[config.mk]
export PLATFORM = sky130hd
export DESIGN_NAME = tick_period_meter
export DESIGN_NICKNAME = d
export VERILOG_FILES = /design/src/rtl/tick_period_meter.sv
export SDC_FILE = /design/constraint.sdc
export NUM_CORES = 1
export LEC_CHECK = 0
export BUFFER_PORTS_ARGS = -buffer_cell sky130_fd_sc_hd__buf_2
export CORE_MARGIN = 3
export CORE_UTILIZATION = 60
export DETAILED_ROUTE_END_ITERATION = 16
export HOLD_SLACK_MARGIN = 0.02
export PLACE_DENSITY = 0.88
export SLEW_MARGIN = 20
export SYNTH_ARGS = -nofsm -noshare
export SYNTH_HDL_FRONTEND = slang
export SYNTH_SLANG_ARGS = --single-unit
[constraint.sdc]
create_clock -name clk -period 4.73 [get_ports clk]
set_input_delay 0.2365 -clock clk [delete_from_list [all_inputs] [get_ports clk]]
set_output_delay 0.2365 -clock clk [all_outputs]
set_load 0.01 [all_outputs]
[src/rtl/tick_period_meter.sv]
// Tick period meter: measures clk cycles between tick rises,
// tracks lock against an expected period and flags missing ticks.
module tick_period_meter #(
  parameter int CNT_WIDTH      = 31,
  parameter int EXPECTED       = 315000,
  parameter int TOLERANCE      = 16,
  parameter int LOCK_COUNT     = 4,
  parameter int TIMEOUT_CYCLES = 630000
) (
  input  logic                 clk,
  input  logic                 reset,
  input  logic                 tick_in,
  output logic [CNT_WIDTH-1:0] period_out,
  output logic                 period_valid,
  output logic                 in_tol,
  output logic                 locked,
  output logic                 timeout
);

  localparam int MW = $clog2(LOCK_COUNT + 1);

  localparam logic [CNT_WIDTH-1:0] EXP_C = CNT_WIDTH'(EXPECTED);
  localparam logic [CNT_WIDTH-1:0] TOL_C = CNT_WIDTH'(TOLERANCE);
  localparam logic [CNT_WIDTH-1:0] TMO_C = CNT_WIDTH'(TIMEOUT_CYCLES);
  localparam logic [MW-1:0]        LCK_C = MW'(LOCK_COUNT);

  typedef enum logic [1:0] {
    IDLE    = 2'd0,
    MEASURE = 2'd1,
    TIMEOUT = 2'd2
  } state_t;

  state_t               state;
  logic [CNT_WIDTH-1:0] cnt;
  logic [MW-1:0]        match_cnt;
  logic                 tick_q;

  logic                 rise;
  logic [CNT_WIDTH-1:0] cnt_inc;
  logic [CNT_WIDTH-1:0] diff;
  logic                 tol_ok;
  logic [MW-1:0]        match_nxt;

  // Rise detect and candidate measurement for the current cycle
  always_comb begin
    rise    = tick_in & ~tick_q;
    cnt_inc = cnt + 1'b1;
    if (cnt_inc >= EXP_C) begin
      diff = cnt_inc - EXP_C;
    end else begin
      diff = EXP_C - cnt_inc;
    end
    tol_ok = (diff <= TOL_C);
    if (!tol_ok) begin
      match_nxt = '0;
    end else if (match_cnt >= LCK_C) begin
      match_nxt = LCK_C;
    end else begin
      match_nxt = match_cnt + 1'b1;
    end
  end

  // Edge register, measurement FSM and registered outputs
  always_ff @(posedge clk) begin
    if (reset) begin
      state        <= IDLE;
      cnt          <= '0;
      match_cnt    <= '0;
      tick_q       <= 1'b0;
      period_out   <= '0;
      period_valid <= 1'b0;
      in_tol       <= 1'b0;
      locked       <= 1'b0;
      timeout      <= 1'b0;
    end else begin
      tick_q       <= tick_in;
      period_valid <= 1'b0;
      unique case (state)
        IDLE: begin
          cnt <= '0;
          if (rise) begin
            state <= MEASURE;
          end
        end
        MEASURE: begin
          if (rise) begin
            period_out   <= cnt_inc;
            period_valid <= 1'b1;
            in_tol       <= tol_ok;
            match_cnt    <= match_nxt;
            locked       <= (match_nxt == LCK_C);
            cnt          <= '0;
          end else if (cnt_inc == TMO_C) begin
            state     <= TIMEOUT;
            timeout   <= 1'b1;
            locked    <= 1'b0;
            in_tol    <= 1'b0;
            match_cnt <= '0;
          end else begin
            cnt <= cnt_inc;
          end
        end
        TIMEOUT: begin
          if (rise) begin
            timeout <= 1'b0;
            cnt     <= '0;
            state   <= MEASURE;
          end
        end
        default: begin
          state <= IDLE;
          cnt   <= '0;
        end
      endcase
    end
  end

endmodule

## Word level (Yosys, flattened, before mapping)

Index checks and enable logic that the tools add are counted.

- $lt $le $gt $ge: 3
- Muxes and demuxes: 21
- Bitwise operators: 3
- $add $sub $neg: 4
- Eq/ne operators: 9
- Reductions and logical operators: 10

Operators by type and width:

| cell | count |
|---|---|
| 2-to-1 mux 31 bit | 4 |
| case mux 31 bit (2 select lines) | 1 |
| adder 31 x 1 -> 31 bit, second input constant | 1 |
| == test 31 x 20 -> 1 bit, second input constant | 1 |
| greater-or-equal comparator 31 x 19 -> 1 bit, second input constant | 1 |
| less-or-equal comparator 31 x 5 -> 1 bit, second input constant | 1 |
| subtractor 19 x 31 -> 31 bit, first input constant | 1 |
| subtractor 31 x 19 -> 31 bit, second input constant | 1 |
| 2-to-1 mux 3 bit | 4 |
| 2-to-1 mux 1 bit | 7 |
| 2-to-1 mux 2 bit | 3 |
| inequality test 2 bit, second input constant | 3 |
| AND reduction 2 bit | 3 |
| case mux 2 bit (2 select lines) | 1 |
| AND reduction 4 bit | 1 |
| nonzero test 2 bit | 2 |
| OR reduction 2 bit | 2 |
| adder 3 x 1 -> 3 bit, second input constant | 1 |
| == test 3 bit, second input constant | 1 |
| greater-or-equal comparator 3 bit, second input constant | 1 |
| inequality test 3 bit, second input constant | 1 |
| AND reduction 3 bit | 1 |
| == test 2 x 1 -> 1 bit, second input constant | 1 |
| == test 2 bit, second input constant | 1 |
| 5 further kinds | 6 |

- Output and inout bits: 35
- Bits in registers: 72
- Input port bits: 3

## Depth between registers and ports, before layout

Gate-level depths: netlist of the first run.

- Depth after elaboration: 7
- Gate-level depth with buffers: 18

## Worst setup path before layout of the first run

Ideal clock, no wire load.

- Path kind: register to register
- Start point: register cnt[0]
- End point: register match_cnt[1]
- Data arrival time: 3.801 ns
- Slack: 0.837 ns
- Stages on the path, launching flop included: 16
- Setup time: 0.092 ns
- Required time: 4.638 ns
- Buffers on the path: 2
- Path through: dfxtp_1 -> ha_1 -> nand3_1 -> or4_1 -> buf_2 -> o21a_1 -> nor4_4 -> o2111a_1 -> nor4b_4 -> nand3_4 -> buf_6 -> a311oi_2 -> o2111ai_1 -> nor4_2 -> nand3_2 -> o32ai_1

- Longest elaborated chain between the ends: 6
- Elaborated cells between the ends (all ways): 11
- Classes of those cells: add/sub: 3; order compare: 2; eq/ne: 1; mux: 3; reduce/logical: 2

RTL lines:

| element | line | text |
|---|---|---|
| start: declaration | 34 | `logic [CNT_WIDTH-1:0] cnt;` |
| start signal: assignment | 100 | `cnt <= cnt_inc;` |
| adder 31 x 1 -> 31 bit (*) | 47 | `cnt_inc = cnt + 1'b1;` |
| subtractor 19 x 31 -> 31 bit, or another cell as far along | 51 | `diff = EXP_C - cnt_inc;` |
| 2-to-1 mux 31 bit | 48 | `if (cnt_inc >= EXP_C) begin` |
| less-or-equal comparator 31 x 5 -> 1 bit | 53 | `tol_ok = (diff <= TOL_C);` |
| 2-to-1 mux 3 bit | 54 | `if (!tol_ok) begin` |
| 2-to-1 mux 3 bit | 86 | `if (rise) begin` |
| end signal: assignment | 90 | `match_cnt <= match_nxt;` |
| end: declaration | 35 | `logic [MW-1:0] match_cnt;` |

Every way passes the cells marked *; elsewhere a longest branch is shown, timed or not.
A chain may end at the register's enable or synchronous reset.

## Final worst setup path of the first run

Ends and elaborated chain as after synthesis.

==> results of run 1 <==
sequential cells by signal, summed over array words and instances, names as in the netlist:
register and count:
locked 1, timeout 1, cnt 31, state 2
period_valid 1, match_cnt 3, in_tol 1, tick_q 1
period_out 31
layout by cell type (no fill, tap or decap), drive strengths merged, types with 10 or more instances in the layout:
cell type  Yosys  layout
a211oi        36      36
a21oi         26      26
a31oi         11      11
and2          10      10
and3          10      10
buf           10      66
clkbuf        32      10
dfxtp         72      72
inv           17      17
nand2         70      70
nand3         28      28
nand4         16      16
nor2          66      66
nor3          27      27
nor4          14      14
o21ai         53      53
or3           10      10
xnor2         30      30
xor2          15      15
stage by stage:
step	setup TNS (ns)	total power (W)	cell area [um^2]	utilization, %
6_report	0	0.00114	5700	69.0
5_1_grt	-0.0187	0.00118	5700	69.0
2_1_floorplan	0	0.000691	5120	-
3_5_place_dp	0	0.000719	5480	66.4
3_3_place_gp	0	0.000717	5480	66.4
4_1_cts	0	0.00115	5650	68.4
worst min path at each step:
stage,from,end,slack [ns]
3_3_place_gp,locked,locked,0.45
2_1_floorplan,reset,period_valid,0.32
4_1_cts,tick_in,tick_q,0.11
3_5_place_dp,period_out[1],period_out[1],0.46
5_1_grt,tick_in,tick_q,0.12
6_report,tick_in,tick_q,0.11
what timing repair did:
action,4_1_cts,5_1_grt
buffers inserted,0,0
gates resized for setup,0,10
endpoints found under the hold margin,0,0
setup endpoints to repair,0,5
kinds of logic after synthesis:
| kind of cell | Yosys count | synth area share (%) |
|---|---|---|
| AO/OA/AOI/OAI | 195 | 26.7 |
| buffers and inverters | 59 | 4.79 |
| AND/OR/NAND/NOR | 290 | 30.1 |
| multiplexers | 7 | 1.39 |
| flip-flops | 72 | 28.1 |
| adder cells (fa/ha/maj) | 5 | 1.22 |
| XOR/XNOR | 45 | 7.69 |
final cells by class:
class | count | share of cell area (%)
Timing Repair Buffer | 66 | 7.29
Sequential cell | 72 | 25.4
Clock buffer | 10 | 2.24
Inverter | 17 | 1.12
Multi-Input combinational cell | 542 | 61.0
Clock inverter | 5 | 0.615
Tap cell | 105 | 2.31
power groups by stage:
stage,combinational (W),clock (W),sequential (W)
after floorplan,0.0000407,0,0.000651
after global placement,0.0000731,0,0.000644
after detailed placement,0.0000746,0,0.000645
after CTS,0.0000749,0.000440,0.000631
after global routing,0.0000851,0.000465,0.000632
final,0.0000763,0.000437,0.000631
routing by layer:
| layer | global-route usage (%) | up-vias | routed length, um |
|---|---|---|---|
| li1 | - | 2586 | - |
| met2 | 59.1 | 327 | 8080 |
| met4 | 13.7 | 0 | 653 |
| met5 | 0 | - | 0 |
| met1 | 44.3 | 2602 | 6660 |
| met3 | 8.00 | 64 | 1600 |
==> flow_summary.toml, run 1 <==
[worst_setup_path]
worstPathArrival_ns = 4.76
worstPathMaxFanout = 10
worstSetupPathType = "reg -> reg"
cp_slowest_stage_delay_ns = 0.67
worstReg2RegEnd = "match_cnt[1]"
rr_worst_depth = 14
worstPathCellList = "buf_4 -> nand2_1 -> or4_4 -> o21ai_0 -> a221oi_1 -> a211oi_2 -> buf_4 -> o2111ai_1 -> nor3_1 -> a21o_1 -> o2111ai_1 -> nor4_2 -> nand3_2 -> o32ai_1"
cp_num_buf_inv = 2
crit_path_end_kind = "register"
endpoint = "match_cnt[1]"
reg2reg_from = "cnt[0]"
required_ns = 5.00
crit_cells = 14
cp-start-kind = "register"
r2r_setup_slack_ns = 0.24
crit_start = "cnt[0]"
slowest_stage = "or4_4"
crit_family = "simple AND/OR/NAND/NOR gates"

[worst_hold_path]
worstHoldPathCells = 2
hp-class = "in -> reg"

[synthesis]
seq_area_frac_synth_pct = 28.1
synth_edf_count = 0
synthDistinctLibCells = 77
synth_top_cells_by_area = "dfxtp_1 (28%), a211oi_1 (5.1%), nand2_1 (5.1%), xnor2_1 (5.1%), o21ai_0 (5.1%)"
synth_warnings = 0
synth_cells = 673
async_reset_ff_share_pct = 0
synth_top_area_cell = "dfxtp_1"
netlist.area_leader.share_pct = 28.1
netlist_area_mm2 = 0.00512
syn_nets = 681
ys_seq_elements = 72
yosysMostFrequentCell = "dfxtp_1"
synthTopCellsByCount = "dfxtp_1 (72), nand2_1 (70), nor2_1 (66)"
syn_avg_cell_area_um2 = 7.62
synthFlopType = "dfxtp_1"

[floorplanning]
die_h_um = 98.4
initial_core_util_pct = 62.1
core_mm2 = 0.00826
dieArea_mm2 = 0.00969
die_x_um = 98.4
fp-row-count = 33
ios = 38

[route]
num_vias = 5579
drt_pre_antenna_iters = 6
drc = 0
post_drt_wl_per_cell_um = 20.8
drtAntennaViolNets = 0
routed_via_density = 6.83
drt_iter0_drc = 475
totalWireLength_mm = 17.0

[cts]
clkTransAtPathRegs_ns = 0.08
cts_made_buffers = 9
cts_root_buf = "clkbuf_8"
clockBufferDepth = 2
cts_hold_buf = 0
clk-insertion-delay-late_ns = 0.36
htree_num_levels = 3
cts_tree = "yes"
cts_sinks = 72

[finish]
fin_cells = 817
final_nets = 716
drive_gt1_share_pct = 16.4
multi_input_area_mm2 = 0.00347
seq_area_mm2 = 0.00145
syn2layout_area_growth_pct = 11.2
n_antenna_cell = 0
fill_cells = 751

[timing]
drv_slew = 0
final_hold_viol_count = 0
max_freq_ghz = 0.223
setup_violations = 0
finalClockSkew_ns = 0.0108
tightest_slew_ns = 1.05
whs_ns = 0.105
slew_headroom_pct = 29.4
min_period_ns = 4.49
fin_ws_ns = 0.242
fin_crit_sh_pct = 94.9

[run_status]
status = "completed"

[power]
power_frac_seq_pct = 55.1
switchingPower_w = 0.000307
power.leakage_nw = 2.03
p_per_area_mw_per_mm2 = 201
switching_share_pct = 26.8
clock_power_share_pct = 38.2
p_int_w = 0.000837
comb_power_share_pct = 6.7
max-vdd-ir-drop_mv = 0.132

[global_routing]
grt_max_degree = 62
antenna_found_initial = 0
overflow = 0
grt_pass1_wl_mm = 27.7
track_usage_pct = 35.3
first_global_vias = 5284

[place]
place_congestion = 1.06
hpwl_mm = 12.8
post-place-ws_ns = 0.295
dp.cells = 801
portBuffers = 37

[run]
drv_cap = 0
Power figures use the tool's default switching activity.
==> inputs of run 2 (changes only) <==
--- a/config.mk
+++ b/config.mk
@@ -12,4 +12,5 @@
 export HOLD_SLACK_MARGIN = 0.02
 export PLACE_DENSITY = 0.88
+export REMOVE_ABC_BUFFERS = 1
 export SLEW_MARGIN = 20
 export SYNTH_ARGS = -nofsm -noshare
==> constraint.sdc (replaced) <==
create_clock -name clk -period 4.73 [get_ports clk]
set_input_delay 0 -clock clk [delete_from_list [all_inputs] [get_ports clk]]
set_output_delay 0 -clock clk [all_outputs]
set_load 0.01 [all_outputs]
==> run 2 against run 1 <==
Against the previous run:
- worst hold slack better by 0.11 ns
- cell area rose by 2.2%
- sequential power hardly changed
- sequential share of layout area fell by 0.59 points
- clock power up 27%
- die area is the same
- power up 10%
- flip-flop and latch count unchanged
- count of clock-buffer cells in the layout is the same
- non-clock buffer count rose by 8
- first-iteration DRC count decreased by 1.7%
- via count is 0.54% lower
- critical path type unchanged
- critical endpoint unchanged
- largest cell class unchanged
==> flow_summary.toml, run 2 (synthesized netlist as in run 1, its figures left out) <==
[route]
totalWireLength_mm = 16.9
routed_via_density = 6.73
drt_iter0_drc = 467
drt_pre_antenna_iters = 7
drtAntennaViolNets = 0
num_vias = 5549
post_drt_wl_per_cell_um = 20.5
drc = 0

[global_routing]
grt_pass1_wl_mm = 26.9
antenna_found_initial = 0
track_usage_pct = 34.9
grt_max_degree = 44
first_global_vias = 5202
overflow = 0

[power]
switching_share_pct = 24.2
comb_power_share_pct = 6.0
power_frac_seq_pct = 49.9
p_int_w = 0.000958
clock_power_share_pct = 44.1
p_per_area_mw_per_mm2 = 217
max-vdd-ir-drop_mv = 0.141
switchingPower_w = 0.000305
power.leakage_nw = 2.09

[worst_setup_path]
rr_worst_depth = 18
endpoint = "match_cnt[1]"
reg2reg_from = "cnt[1]"
worstPathMaxFanout = 13
required_ns = 5.00
slowest_stage = "dfxtp_1"
worstPathCellList = "ha_1 -> buf_4 -> and3_1 -> xnor2_1 -> inv_1 -> ha_1 -> nand2_1 -> o221ai_1 -> a31oi_1 -> a21oi_2 -> o21ai_0 -> a222oi_1 -> buf_4 -> a21oi_1 -> or3_1 -> a2111oi_4 -> nand3_2 -> o32ai_1"
cp-start-kind = "register"
r2r_setup_slack_ns = 0.29
worstReg2RegEnd = "match_cnt[1]"
crit_path_end_kind = "register"
crit_start = "cnt[1]"
cp_slowest_stage_delay_ns = 0.44
worstPathArrival_ns = 4.71
worstSetupPathType = "reg -> reg"

[finish]
layout_commonest_cell = "nand2_1"
final_nets = 724
syn2layout_area_growth_pct = 13.6
layout_common_cells = "nand2_1 (70), dfxtp_1 (68), nor2_1 (65)"
utilization_pct = 70.5
top_regs = "cnt: 31 flops, period_out: 31 flops, match_cnt: 3 flops"
n_antenna_cell = 0
drive_gt1_share_pct = 17.5

[floorplanning]
die_x_um = 98.4
fp-row-count = 33
ios = 38
dieArea_mm2 = 0.00969
core_mm2 = 0.00826
initial_core_util_pct = 62.1
die_h_um = 98.4

[timing]
finalClockSkew_ns = 0.0118
setup-tns-final_ns = 0
drv_slew = 0
tightest_slew_ns = 1.14
final_hold_viol_count = 0
fin_ws_ns = 0.288
max_freq_ghz = 0.225
rsz0062_at_grt = "no"
setup_violations = 0
slew_headroom_pct = 23.6
min_period_ns = 4.44
fin_crit_sh_pct = 93.9

[run_status]
status = "completed"

[place]
portBuffers = 37
hpwl_mm = 12.8
post-place-ws_ns = 0.200
place_congestion = 1.00

[run]
drv_cap = 0

[cts]
cts_made_buffers = 9
clockBufferDepth = 2
htree_num_levels = 3
clkTransAtPathRegs_ns = 0.08
cts_tree = "yes"
cts_root_buf = "clkbuf_8"
cts_sinks = 72
clk-insertion-delay-late_ns = 0.36

[worst_hold_path]
hp-class = "in -> reg"
worstHoldPathCells = 2
hold_start = "reset"
## run 2: worst min path at each step
stage                         to  slack (ns)
after floorplan           in_tol        0.07
after global placement    tick_q        0.24
after detailed placement  tick_q        0.25
after CTS                 tick_q        0.20
after global routing      tick_q        0.25
final                     tick_q        0.21
## run 2: stage by stage
| step | std cells | total power (W) | instance area (um^2) | hold WS, ns |
|---|---|---|---|---|
| after CTS | 821 | 0.00127 | 5740 | 0.200 |
| after global placement | 805 | 0.000716 | 5510 | 0.242 |
| final | 825 | 0.00126 | 5820 | 0.213 |
| after detailed placement | 805 | 0.000719 | 5510 | 0.246 |
| after global routing | 825 | 0.00130 | 5820 | 0.249 |
| after floorplan | 631 | 0.000686 | 4940 | 0.0691 |
## run 2: worst max-delay path, delay by kind of cell, from the launching register on
family,cells,cell delay (ns)
adders and majority gates,2,0.48
buffers and inverters,3,0.47
DFF,1,0.44
xor gates and xnor gates,1,0.12
AOI/OAI and AO/OA,8,1.93
and+or+nand+nor,4,0.91
## run 2: per-layer routing
metal	vias to the layer above	routed length (um)	GRT usage (%)
li1	2592	-	-
met1	2540	6800	43.4
met2	320	7540	55.3
met3	97	1410	6.30
met4	0	1140	22.8
met5	-	0	0
## run 2: timing repair
action,4_1_cts,5_1_grt
endpoints found under the setup margin,0,5
endpoints found under the hold margin,1,0
hold buffers,1,0
buffers inserted,0,4
resized for setup,0,14
## run 2: power groups by stage
stage          combinational, W  sequential [W]  clock (W)
6_report              0.0000752        0.000630   0.000557
5_1_grt               0.0000840        0.000632   0.000584
4_1_cts               0.0000755        0.000630   0.000565
3_5_place_dp          0.0000746        0.000645          0
3_3_place_gp          0.0000726        0.000643          0
2_1_floorplan         0.0000347        0.000652          0
## run 2: cell type report
type	instances	area (um^2)
Fill cell	706	2440
Sequential cell	72	1450
Inverter	17	63.8
Tap cell	105	131
Timing Repair Buffer	74	465
Clock inverter	5	81.3
Multi-Input combinational cell	542	3500
Clock buffer	10	138
==> inputs of run 3 (changes only) <==
- CORE_MARGIN: 3 -> unset
- SETUP_SLACK_MARGIN: unset -> 0.5
==> run 3 against run 2 <==
Against the previous run:
- routed wire length rose by 4.8%
- flip-flop and latch count did not move
- via count is 4.4% higher
- first-iteration DRC count rose by 27%
- utilization grew 3.8 points
- fmax up 7.2%
- non-clock buffer count increased by 12
- clock skew is 0.0056 ns higher
- worst hold slack worse by 0.039 ns
- count of clock-buffer cells in the layout shrank 1
==> flow_summary.toml, run 3 (synthesized netlist as in run 1, its figures left out) <==
[run_status]
status = "completed"

[global_routing]
grt_max_degree = 45
first_global_vias = 5028
track_usage_pct = 39.1
antenna_found_initial = 0
overflow = 0
grt_pass1_wl_mm = 26.4

[finish]
final_nets = 738
multi_input_area_mm2 = 0.00371
layout_common_cells = "nand2_1 (68), nor2_1 (64), dfxtp_1 (59)"
top_regs = "cnt: 31 flops, period_out: 31 flops, match_cnt: 3 flops"
fin_cells = 840
n_antenna_cell = 0
seq_area_mm2 = 0.00148
syn2layout_area_growth_pct = 19.8
fill_cells = 673
fin_area_mm2 = 0.00614
drive_gt1_share_pct = 23.9
layout_commonest_cell = "nand2_1"

[floorplanning]
dieArea_mm2 = 0.00892
ios = 38
die_x_um = 94.4
fp-row-count = 33
initial_core_util_pct = 62.1
core_mm2 = 0.00826
die_h_um = 94.4

[worst_setup_path]
slowest_stage = "or4_1"
worstPathArrival_ns = 4.41
crit_family = "simple AND/OR/NAND/NOR gates"
crit_start = "cnt[13]"
cp-start-kind = "register"
crit_path_end_kind = "register"
worstPathMaxFanout = 7
cp_slowest_stage_delay_ns = 0.54
cp_num_buf_inv = 3
worstSetupPathType = "reg -> reg"
reg2reg_from = "cnt[13]"
worstPathCellList = "nand4_1 -> buf_4 -> or2_1 -> or4_1 -> nand4_1 -> buf_4 -> a211oi_4 -> or2_1 -> a222oi_1 -> buf_4 -> a21oi_1 -> or3_4 -> a2111oi_4 -> nand3_2 -> o32ai_2"
required_ns = 5.00
critPathMostFrequentCell = "buf_4"

[power]
p_per_area_mw_per_mm2 = 197
power_w = 0.00121
power.leakage_nw = 2.22
max-vdd-ir-drop_mv = 0.166

[cts]
cts_sinks = 72
clk-insertion-delay-late_ns = 0.37
cts_root_buf = "clkbuf_8"
clkTransAtPathRegs_ns = 0.08
cts_made_buffers = 9
clockBufferDepth = 2
htree_num_levels = 3
cts_tree = "yes"

[timing]
rsz0062_at_grt = "no"
max_freq_ghz = 0.241
min_period_ns = 4.14
drv_slew = 0
final_hold_viol_count = 0
slew_headroom_pct = 25.7
finalClockSkew_ns = 0.0174
fin_ws_ns = 0.587
tightest_slew_ns = 1.11
fin_crit_sh_pct = 87.6
setup-tns-final_ns = 0
setup_violations = 0

[place]
post-place-ws_ns = 0.222
hpwl_mm = 12.8
dp.cells = 802
dpl_cell_area_mm2 = 0.00549
place_congestion = 1.02
portBuffers = 37

[route]
drt_iter0_drc = 593
drt_pre_antenna_iters = 6
drc = 0
drtAntennaViolNets = 0
routed_via_density = 6.90
num_vias = 5794
totalWireLength_mm = 17.7
post_drt_wl_per_cell_um = 21.1

[run]
drv_cap = 0

[worst_hold_path]
hp-class = "in -> reg"
hold_start = "reset"
run 3: per-stage QoR:
stage	util, %	hold slack [ns]
detailed placement	66.5	0.249
global placement	66.5	0.248
CTS	69.7	0.175
finish	74.3	0.175
global route	74.3	0.221
floorplan	-	0.0691
run 3: final cells by class:
cell class | instances | area share, %
multi-input combinational | 544 | 60.4
sequential | 72 | 24.0
timing repair buffer | 86 | 9.17
tap | 105 | 2.14
clock buffer | 9 | 2.02
clock inverter | 7 | 1.18
inverter | 17 | 1.04
run 3: path summary, 6_finish.rpt:
kind         cells after the start  slack, ns             to
max reg2reg                     15       0.59   match_cnt[1]
min                              3       0.17         tick_q
max                             15       0.59   match_cnt[1]
min reg2reg                      2       0.46  period_out[1]
run 3: where the power goes:
part	internal, W	switching, W
Clock	0.000244	0.000264
Combinational	0.0000284	0.0000498
Sequential	0.000618	0.00000869
run 3: worst min-delay path, delay by kind of cell:
family                 cells  cell delay [ns]
buffers and inverters      2             0.36
and+or+nand+nor            1             0.14
run 3: repair_timing:
item	4_1_cts	5_1_grt
hold buffers	1	0
pin swaps	3	14
endpoints found under the setup margin	5	6
setup buffers	2	17
gates cloned	0	2
gates resized for setup	15	54
endpoints found under the hold margin	1	0
run 3: routing by layer:
metal	GRT usage, %	part of all wire, %	wire length (um)	vias to the layer above
met5	0	0	0	-
met1	47.8	40	7160	2688
met3	6.04	7.9	1400	97
li1	-	-	-	2629
met4	22.3	5.7	1010	0
met2	64.9	46	8130	380
